--- config.mk ---
export PLATFORM = sky130hd
export DESIGN_NAME = mem_access_unit
export DESIGN_NICKNAME = d
export VERILOG_FILES = /design/src/rtl/mem_access_unit.sv
export SDC_FILE = /design/constraint.sdc
export NUM_CORES = 1
export LEC_CHECK = 0
export ABC_AREA = 1
export BUFFER_PORTS_ARGS = -buffer_cell sky130_fd_sc_hd__buf_2
export CAP_MARGIN = 20
export CORE_UTILIZATION = 32
export CTS_BUF_LIST = sky130_fd_sc_hd__clkbuf_8
export CTS_CLUSTER_DIAMETER = 80
export CTS_CLUSTER_SIZE = 8
export DETAILED_ROUTE_END_ITERATION = 7
export SLEW_MARGIN = 5
export SYNTH_ARGS = -nofsm -noshare
export SYNTH_HDL_FRONTEND = slang
export SYNTH_SLANG_ARGS = --single-unit
--- constraint.sdc ---
create_clock -name clk -period 2.27 [get_ports clk]
set_input_delay 0.454 -clock clk [delete_from_list [all_inputs] [get_ports clk]]
set_output_delay 0.454 -clock clk [all_outputs]
set_load 0.1 [all_outputs]
--- src/rtl/mem_access_unit.sv ---
// Data-side memory access unit: turns M-stage loads/stores into single
// request/response bus transactions, aligns store data and formats load data.
module mem_access_unit #(
  parameter int AW      = 32,
  parameter int TIMEOUT = 255
) (
  input  logic          clk,
  input  logic          rst,
  input  logic          memtoregM,
  input  logic [3:0]    memwriteM,
  input  logic [2:0]    lshbM,
  input  logic [31:0]   aluoutM,
  input  logic [31:0]   writedataM,
  input  logic          advanceM,
  output logic          stallM,
  output logic [31:0]   readdataM,
  output logic          adelM,
  output logic          adesM,
  output logic          bus_err,
  output logic          d_req,
  output logic          d_wr,
  output logic [3:0]    d_wstrb,
  output logic [AW-1:0] d_addr,
  output logic [31:0]   d_wdata,
  input  logic          d_addr_ok,
  input  logic          d_data_ok,
  input  logic [31:0]   d_rdata,
  output logic [1:0]    dbg_state
);

  // Bus handshake: a request is held (d_req=1, address/strobes/data stable)
  // until d_addr_ok is seen in the same cycle; exactly one d_data_ok then
  // completes it. Only one transaction is ever outstanding.
  typedef enum logic [1:0] {S_IDLE, S_ADDR, S_DATA, S_DONE} state_t;

  localparam logic [7:0] TO8 = 8'(TIMEOUT);

  state_t      state_q, state_d;
  logic [31:0] rdata_q, rdata_d;
  logic [7:0]  cnt_q, cnt_d;
  logic        bus_err_q, bus_err_d;

  logic        is_store, is_load, req_v, is_half, is_word, misaligned, go;
  logic        req_c, stall_c;
  logic [31:0] rsh, load_fmt;
  logic [15:0] half_v;
  logic [7:0]  byte_v;

  always_comb begin
    is_store = |memwriteM;
    is_load  = memtoregM & ~is_store;
    req_v    = memtoregM | is_store;
    is_half  = 1'b0;
    is_word  = 1'b0;
    if (is_store) begin
      case (memwriteM)
        4'b0001: ;
        4'b0011: is_half = 1'b1;
        default: is_word = 1'b1;
      endcase
    end else begin
      case (lshbM)
        3'b001, 3'b010: is_half = 1'b1;
        3'b011, 3'b100: ;
        default:        is_word = 1'b1;
      endcase
    end
    misaligned = (is_half & aluoutM[0]) | (is_word & (|aluoutM[1:0]));
    adelM      = is_load & misaligned;
    adesM      = is_store & misaligned;
    go         = req_v & ~misaligned;

    d_wr    = is_store;
    d_addr  = {aluoutM[AW-1:2], 2'b00};
    d_wstrb = is_store ? (memwriteM << aluoutM[1:0]) : 4'b0000;
    if (is_half)      d_wdata = {2{writedataM[15:0]}};
    else if (is_word) d_wdata = writedataM;
    else              d_wdata = {4{writedataM[7:0]}};
  end

  always_comb begin
    rsh    = d_rdata >> {aluoutM[1:0], 3'b000};
    byte_v = rsh[7:0];
    half_v = aluoutM[1] ? d_rdata[31:16] : d_rdata[15:0];
    case (lshbM)
      3'b001:  load_fmt = {{16{half_v[15]}}, half_v};
      3'b010:  load_fmt = {16'h0000, half_v};
      3'b011:  load_fmt = {{24{byte_v[7]}}, byte_v};
      3'b100:  load_fmt = {24'h000000, byte_v};
      default: load_fmt = d_rdata;
    endcase
  end

  always_comb begin
    state_d   = state_q;
    rdata_d   = rdata_q;
    cnt_d     = cnt_q;
    bus_err_d = bus_err_q;
    req_c     = 1'b0;
    stall_c   = 1'b0;
    readdataM = rdata_q;
    case (state_q)
      S_IDLE: begin
        if (go) begin
          req_c   = 1'b1;
          stall_c = 1'b1;
          state_d = d_addr_ok ? S_DATA : S_ADDR;
        end
      end
      S_ADDR: begin
        req_c   = 1'b1;
        stall_c = 1'b1;
        if (d_addr_ok) state_d = S_DATA;
      end
      S_DATA: begin
        stall_c = ~d_data_ok;
        if (d_data_ok) begin
          readdataM = load_fmt;
          rdata_d   = load_fmt;
          cnt_d     = 8'd0;
          state_d   = advanceM ? S_IDLE : S_DONE;
        end else begin
          cnt_d = cnt_q + 8'd1;
          if (cnt_d == TO8) begin
            bus_err_d = 1'b1;
            rdata_d   = 32'h0;
            cnt_d     = 8'd0;
            state_d   = S_DONE;
          end
        end
      end
      S_DONE: begin
        // Completed access parks here so a held pipeline never reissues it.
        if (advanceM) state_d = S_IDLE;
      end
      default: state_d = S_IDLE;
    endcase
  end

  // Request and stall are forced low while reset is held, not just after it.
  assign d_req     = req_c & rst;
  assign stallM    = stall_c & rst;
  assign bus_err   = bus_err_q;
  assign dbg_state = state_q;

  always_ff @(posedge clk or negedge rst) begin
    if (!rst) begin
      state_q   <= S_IDLE;
      rdata_q   <= 32'h0;
      cnt_q     <= 8'd0;
      bus_err_q <= 1'b0;
    end else begin
      state_q   <= state_d;
      rdata_q   <= rdata_d;
      cnt_q     <= cnt_d;
      bus_err_q <= bus_err_d;
    end
  end

endmodule

==> summary.txt, run 1 <==
Status: complete, but fails checks
Failing checks: setup timing
Drt initial violations: 265
Top cell family by delay on the critical path: simple AND/OR/NAND/NOR gates
Count leader, synth: nand2_1
Critical-path top delay cell: a21oi_4
Initial antenna violation count: 1
Clk sink count: 43
Fin. max-slew vios: 0
Layout cells sized above 1: 47.0%
Clk pin slew, worst setup/hold paths: 0.09 ns
H-tree Lvls: 2
Post-synthesis cell count: 580
GR Util met1: 26.9%
Slew margin rel.: 62.8%
Met2 usage: 33.3%
Final setup vio count: 5
Fmax: 435 MHz
Root buf cell: clkbuf_8
Register area share after synthesis: 29.8%
Post-synth top area share: 31.1%
Final worst setup slack: -0.0285 ns
Max-cap viol count: 0
Combinational Power Share: 77.9%
Commonest cells post-synth: nand2_1, dfrtp_1, buf_4
Initial core utilization: 33.0%
Core area: 10900 µm²
IO Port Bufs: 154
Most frequent cell on the critical path: buf_12
CTS tree: done
Pwr/cell area: 1330 nW/µm²
Placer Congestion: 0.893
Fin nets: 842
Vias: 4287
Num rows: 38
Global Route Usage Sum: 20.3%
Worst-path cell chain: buf_12 -> o21ai_4 -> nand2_2 -> buf_6 -> nand3_4 -> nand2_8 -> nand2_4 -> nand4_1 -> a21oi_4 -> buf_12
Via density: 4.92
N_diodes: 0
Crit path buf inv count: 3
RSZ-0062 raised after global routing: yes
Worst Path Max Fanout: 5
Post-synth EDFFs: 0
Post-DP Area: 5730 µm²
Sw Pwr: 4.82 mW
Drt pass-1 iters: 5
Synth Area per Inst: 6.23 µm²
Clk Latency, worst-skew pair: 0.30 ns
Final clock skew: 0.00586 ns
Seq cells post-synth: 43
CTS Buf Count: 5
P_int: 3.58 mW
IO Count: 217
Fin crit period: 2.30 ns
Maximum vdd ir drop: 1130 µV
Ys Warns: 0
Chip width: 108 µm
Crit path required time: 1.82 ns
Fin area: 6330 µm²
Layout area overhead: 75.1%
Clock Power Share: 7.2%
Crit Path Class: primary input to output port
Worst Path Arrival: 1.84 ns
# DRC: 0
Sw frac: 57.3%
Most used routing layer: met2
Worst Tran Pin Value: 0.559 ns
Pleak: 3.22 nW
Yosys cell types: 33
Synth Flop Type: dfrtp_1
Critical Path Max Stage Delay: 0.25 ns
Post-synthesis cell area: 3610 µm²
Routed len/inst: 14.3 µm
Gr ovfl total: 0
Final HPWL DP: 9710 µm
Routed wire length: 12500 µm
Clock buffer depth: 2
Startpoint types: primary input
CP Capture Type: output port
Pwr Total: 8.40 mW
Final Hold Fails: 0
Vias in the first global route: 3920
Most area-consuming cells after synthesis: nand2_1, dfrtp_1, buf_4
HP Class: primary input to async pin
Die area: 11700 µm²
First-pass GRT wire length: 18900 µm
Share of power burned in registers: 14.9%
Largest net degree at the start of global routing: 44
GR Util met3: 4.40%
Die H: 108 µm
Antenna Nets Post-Route: 0
Fin crit share: 101%
Ys async rst share: 100%
Largest area contributor in the netlist: nand2_1
## layout make-up
type                    instances  area [µm²]
multi-input cells             435        2500
repair inverters                1        7.51
inverters                      45         208
clock inverters                 3        43.8
well taps                     140         175
clock buffers                   5        68.8
repair buffers                200        2240
fillers                       983        4610
flip-flops and latches         43        1080
## registers in the layout, indices dropped and copies added, names as in the netlist
signal     count
rdata_q       32
cnt_q          8
dbg_state      2
bus_err        1
## power groups by stage
stage                     Combinational (mW)  Clock (mW)  Sequential [mW]
after floorplan                         4.36           0             1.35
after CTS                               6.40       0.618             1.25
after detailed placement                6.34           0             1.26
after global placement                  6.27           0             1.24
final                                   6.54       0.606             1.25
after global routing                    6.82       0.654             1.28
## per-stage QoR
| stage | utilization (%) | setup TNS, ns | setup slack [ns] | hold slack, ns | cells |
|---|---|---|---|---|---|
| after CTS | 54.1 | -0.429 | -0.0368 | 0.356 | 861 |
| after global placement | 52.4 | -0.264 | -0.0613 | 0.454 | 851 |
| after global routing | 57.9 | -1.23 | -0.0866 | 0.386 | 872 |
| final | 57.9 | -0.0821 | -0.0285 | 0.328 | 872 |
| after detailed placement | 52.4 | -0.810 | -0.114 | 0.459 | 851 |
| after floorplan | - | -0.501 | -0.334 | 0.158 | 581 |
## final timing paths
check	start	end	slack [ns]	cells after the start
min	rst	rdata_q[23]	0.33	2
min in group clk	d_addr_ok	dbg_state[0]	0.48	4
max	lshbM[1]	d_req	-0.03	10
min reg2reg	rdata_q[10]	rdata_q[10]	0.48	2
max reg2reg	cnt_q[1]	rdata_q[31]	0.23	9
max in group asynchronous	rst	dbg_state[1]	1.51	2
## timing repair
item,CTS,global route
setup buffers,2,9
pin swaps,10,28
resized for setup,20,87
hold buffers,0,0
gates cloned,0,3
setup endpoints to repair,47,59
## routing by layer
layer | vias up | routed length, µm
li1 | 2100 | -
met1 | 1984 | 5300
met2 | 178 | 6000
met3 | 25 | 941
met4 | 0 | 268
met5 | - | 0
## cells by family after synthesis
kind of cell	Yosys count	synth area share, %
and+or+nand+nor	357	40.4
other	1	0.104
DFF	43	29.8
AOI/OAI and AO/OA	72	12.6
adders and majority gates	2	0.692
xor gates and xnor gates	2	0.485
buffers and inverters	103	15.9
## cells in the final DEF, fill, tap and decap left out, types with 3 or more instances in the layout
cell type  count
a21oi_4        4
o21ai_0       24
nand2_1      220
nand3_1       25
nand4_1        3
nor2_2         5
nand2_4       22
o21ai_4        3
buf_2         81
inv_1         27
buf_4         36
buf_6         12
nand2_8        3
nor2_1         7
a21oi_1        4
o211ai_1      16
nand3_4        4
inv_2          6
nor2_4         7
nand2_2       56
buf_12        69
o22ai_1        3
a22oi_1        8
dfrtp_1       41
inv_4          7
clkbuf_8       5
Power figures use the tool's default switching activity.
==> run 2, diff against run 1 <==
--- a/config.mk
+++ b/config.mk
@@ -13,6 +13,7 @@
 export CTS_CLUSTER_DIAMETER = 80
 export CTS_CLUSTER_SIZE = 8
 export DETAILED_ROUTE_END_ITERATION = 7
+export RECOVER_POWER = 50
 export SLEW_MARGIN = 5
 export SYNTH_ARGS = -nofsm -noshare
 export SYNTH_HDL_FRONTEND = slang
==> run 2 against run 1 <==
Net effect: the flow still finishes with violations (setup timing); clock-buffer cell count is the same; register-to-register slack is essentially flat; cell count unchanged; sequential power about the same; fmax is essentially flat; global-route usage did not move; largest power group unchanged.
==> summary.txt, run 2 (same netlist as run 1, synthesis figures left out) <==
Fillers: 989
Crit path buf inv count: 3
IO Count: 217
Largest Register: rdata_q
Num rows: 38
Worst Tran Pin Value: 1.18 ns
Final worst setup slack: -0.0285 ns
Fin crit share: 101%
Fin. max-slew vios: 0
H-tree Lvls: 2
P_int: 3.58 mW
Sw frac: 57.4%
Drt pass-1 iters: 5
Initial antenna violation count: 1
Placer Congestion: 0.893
Vias in the first global route: 3920
IO Port Bufs: 154
Vias: 4278
Final Hold Fails: 0
Via density: 4.91
Crit path required time: 1.82 ns
Fin nets: 842
R2R setup slack: 0.23 ns
CTS tree: done
Fin crit period: 2.30 ns
Gr ovfl total: 0
Crit Path Class: primary input to output port
Layout area overhead: 74.9%
Dpl cells: 851
Status: complete, but fails checks
Sw Pwr: 4.82 mW
Worst-path cell chain: buf_12 -> o21ai_4 -> nand2_2 -> buf_6 -> nand3_4 -> nand2_8 -> nand2_4 -> nand4_1 -> a21oi_4 -> buf_12
Pwr Total: 8.40 mW
Routed wire length: 12500 µm
Worst Path Max Fanout: 5
Most used routing layer: met2
Maximum vdd ir drop: 1130 µV
Startpoint types: primary input
Largest net degree at the start of global routing: 44
Pwr/cell area: 1330 nW/µm²
Final setup vio count: 6
GR Util met1: 26.9%
N_diodes: 0
Die H: 108 µm
Initial core utilization: 33.0%
Clk Latency, worst-skew pair: 0.30 ns
Most frequent cells in the layout: nand2_1, buf_2, buf_12
CTS Buf Count: 5
Final HPWL DP: 9710 µm
Clock buffer depth: 2
Combinational Power Share: 77.9%
Fmax: 435 MHz
Routed len/inst: 14.3 µm
Post-DP Area: 5730 µm²
Met2 usage: 33.3%
Most frequent cell on the critical path: buf_12
Leading cell type in the layout, fill and taps excluded: nand2_1
Drt initial violations: 248
Pleak: 3.20 nW
Worst Path Arrival: 1.84 ns
Critical-path top delay cell: a21oi_4
Clk sink count: 43
Max-cap viol count: 0
First-pass GRT wire length: 18900 µm
Die area: 11700 µm²
Top cell family by delay on the critical path: simple AND/OR/NAND/NOR gates
HP Class: primary input to flop
Fin area: 6320 µm²
Min Hold Slack: 0.477 ns
Final clock skew: 0.00528 ns
GR Util met3: 4.40%
Core area: 10900 µm²
Layout cells sized above 1: 46.3%
Chip width: 108 µm
Share of power burned in registers: 14.9%
Failing checks: setup timing
Clk pin slew, worst setup/hold paths: 0.08 ns
RSZ-0062 raised after global routing: yes
Final Util: 57.8%
Antenna Nets Post-Route: 0
Clock Power Share: 7.2%
CP Capture Type: output port
Root buf cell: clkbuf_8
Global Route Usage Sum: 20.3%
Max FFs per register: 32
Final non-filler cell total: 872
Critical Path Max Stage Delay: 0.25 ns
# DRC: 0
Slew margin rel.: 21.7%
## run 2: final cells by class
| class | count | area (µm²) | share of cell area (%) |
|---|---|---|---|
| inverter | 45 | 208 | 3.29 |
| timing repair inverter | 1 | 7.51 | 0.119 |
| tap | 140 | 175 | 2.77 |
| sequential | 43 | 1080 | 17.1 |
| clock buffer | 5 | 68.8 | 1.09 |
| multi-input combinational | 435 | 2500 | 39.6 |
| timing repair buffer | 200 | 2230 | 35.3 |
| clock inverter | 3 | 43.8 | 0.693 |
## run 2: routing by layer
metal  wire (µm)  part of all wire, %  vias to the layer above
met2        6010                   48                      168
met5           0                    0                        -
met1        5310                   43                     1984
met4         268                  2.1                        0
li1            -                    -                     2101
met3         912                  7.3                       25
## run 2: final timing paths
path / start / endpoint / cells after the start
min: d_addr_ok / dbg_state[0] / 4
max reg2reg: cnt_q[1] / rdata_q[31] / 9
max in group asynchronous: rst / dbg_state[1] / 2
min reg2reg: rdata_q[10] / rdata_q[10] / 2
min in group asynchronous: rst / rdata_q[23] / 2
max: lshbM[1] / d_req / 10
## run 2: stage by stage
stage,setup slack (ns),TNS [ns]
after floorplan,-0.334,-0.501
after global placement,-0.0613,-0.264
after detailed placement,-0.114,-0.810
after CTS,-0.0368,-0.429
after global routing,-0.0866,-1.23
final,-0.0285,-0.0838
## run 2: repair_timing
action	CTS	global route
endpoints found under the setup margin	47	59
gates cloned	0	3
buffers inserted	2	9
pin swaps	10	28
resized for setup	20	87
hold buffers	0	0
## run 2: power groups by stage
| stage | Combinational (mW) | Sequential [mW] | Clock, mW |
|---|---|---|---|
| final | 6.54 | 1.25 | 0.605 |
| after CTS | 6.40 | 1.25 | 0.618 |
| after floorplan | 4.36 | 1.35 | 0 |
| after global placement | 6.27 | 1.24 | 0 |
| after global routing | 6.81 | 1.28 | 0.654 |
| after detailed placement | 6.34 | 1.26 | 0 |
## run 2: tightest hold or removal path: cells and delay by family
family	cells	cell delay [ns]
AOI/OAI and AO/OA	1	0.09
buffers and inverters	2	0.15
and+or+nand+nor	1	0.05
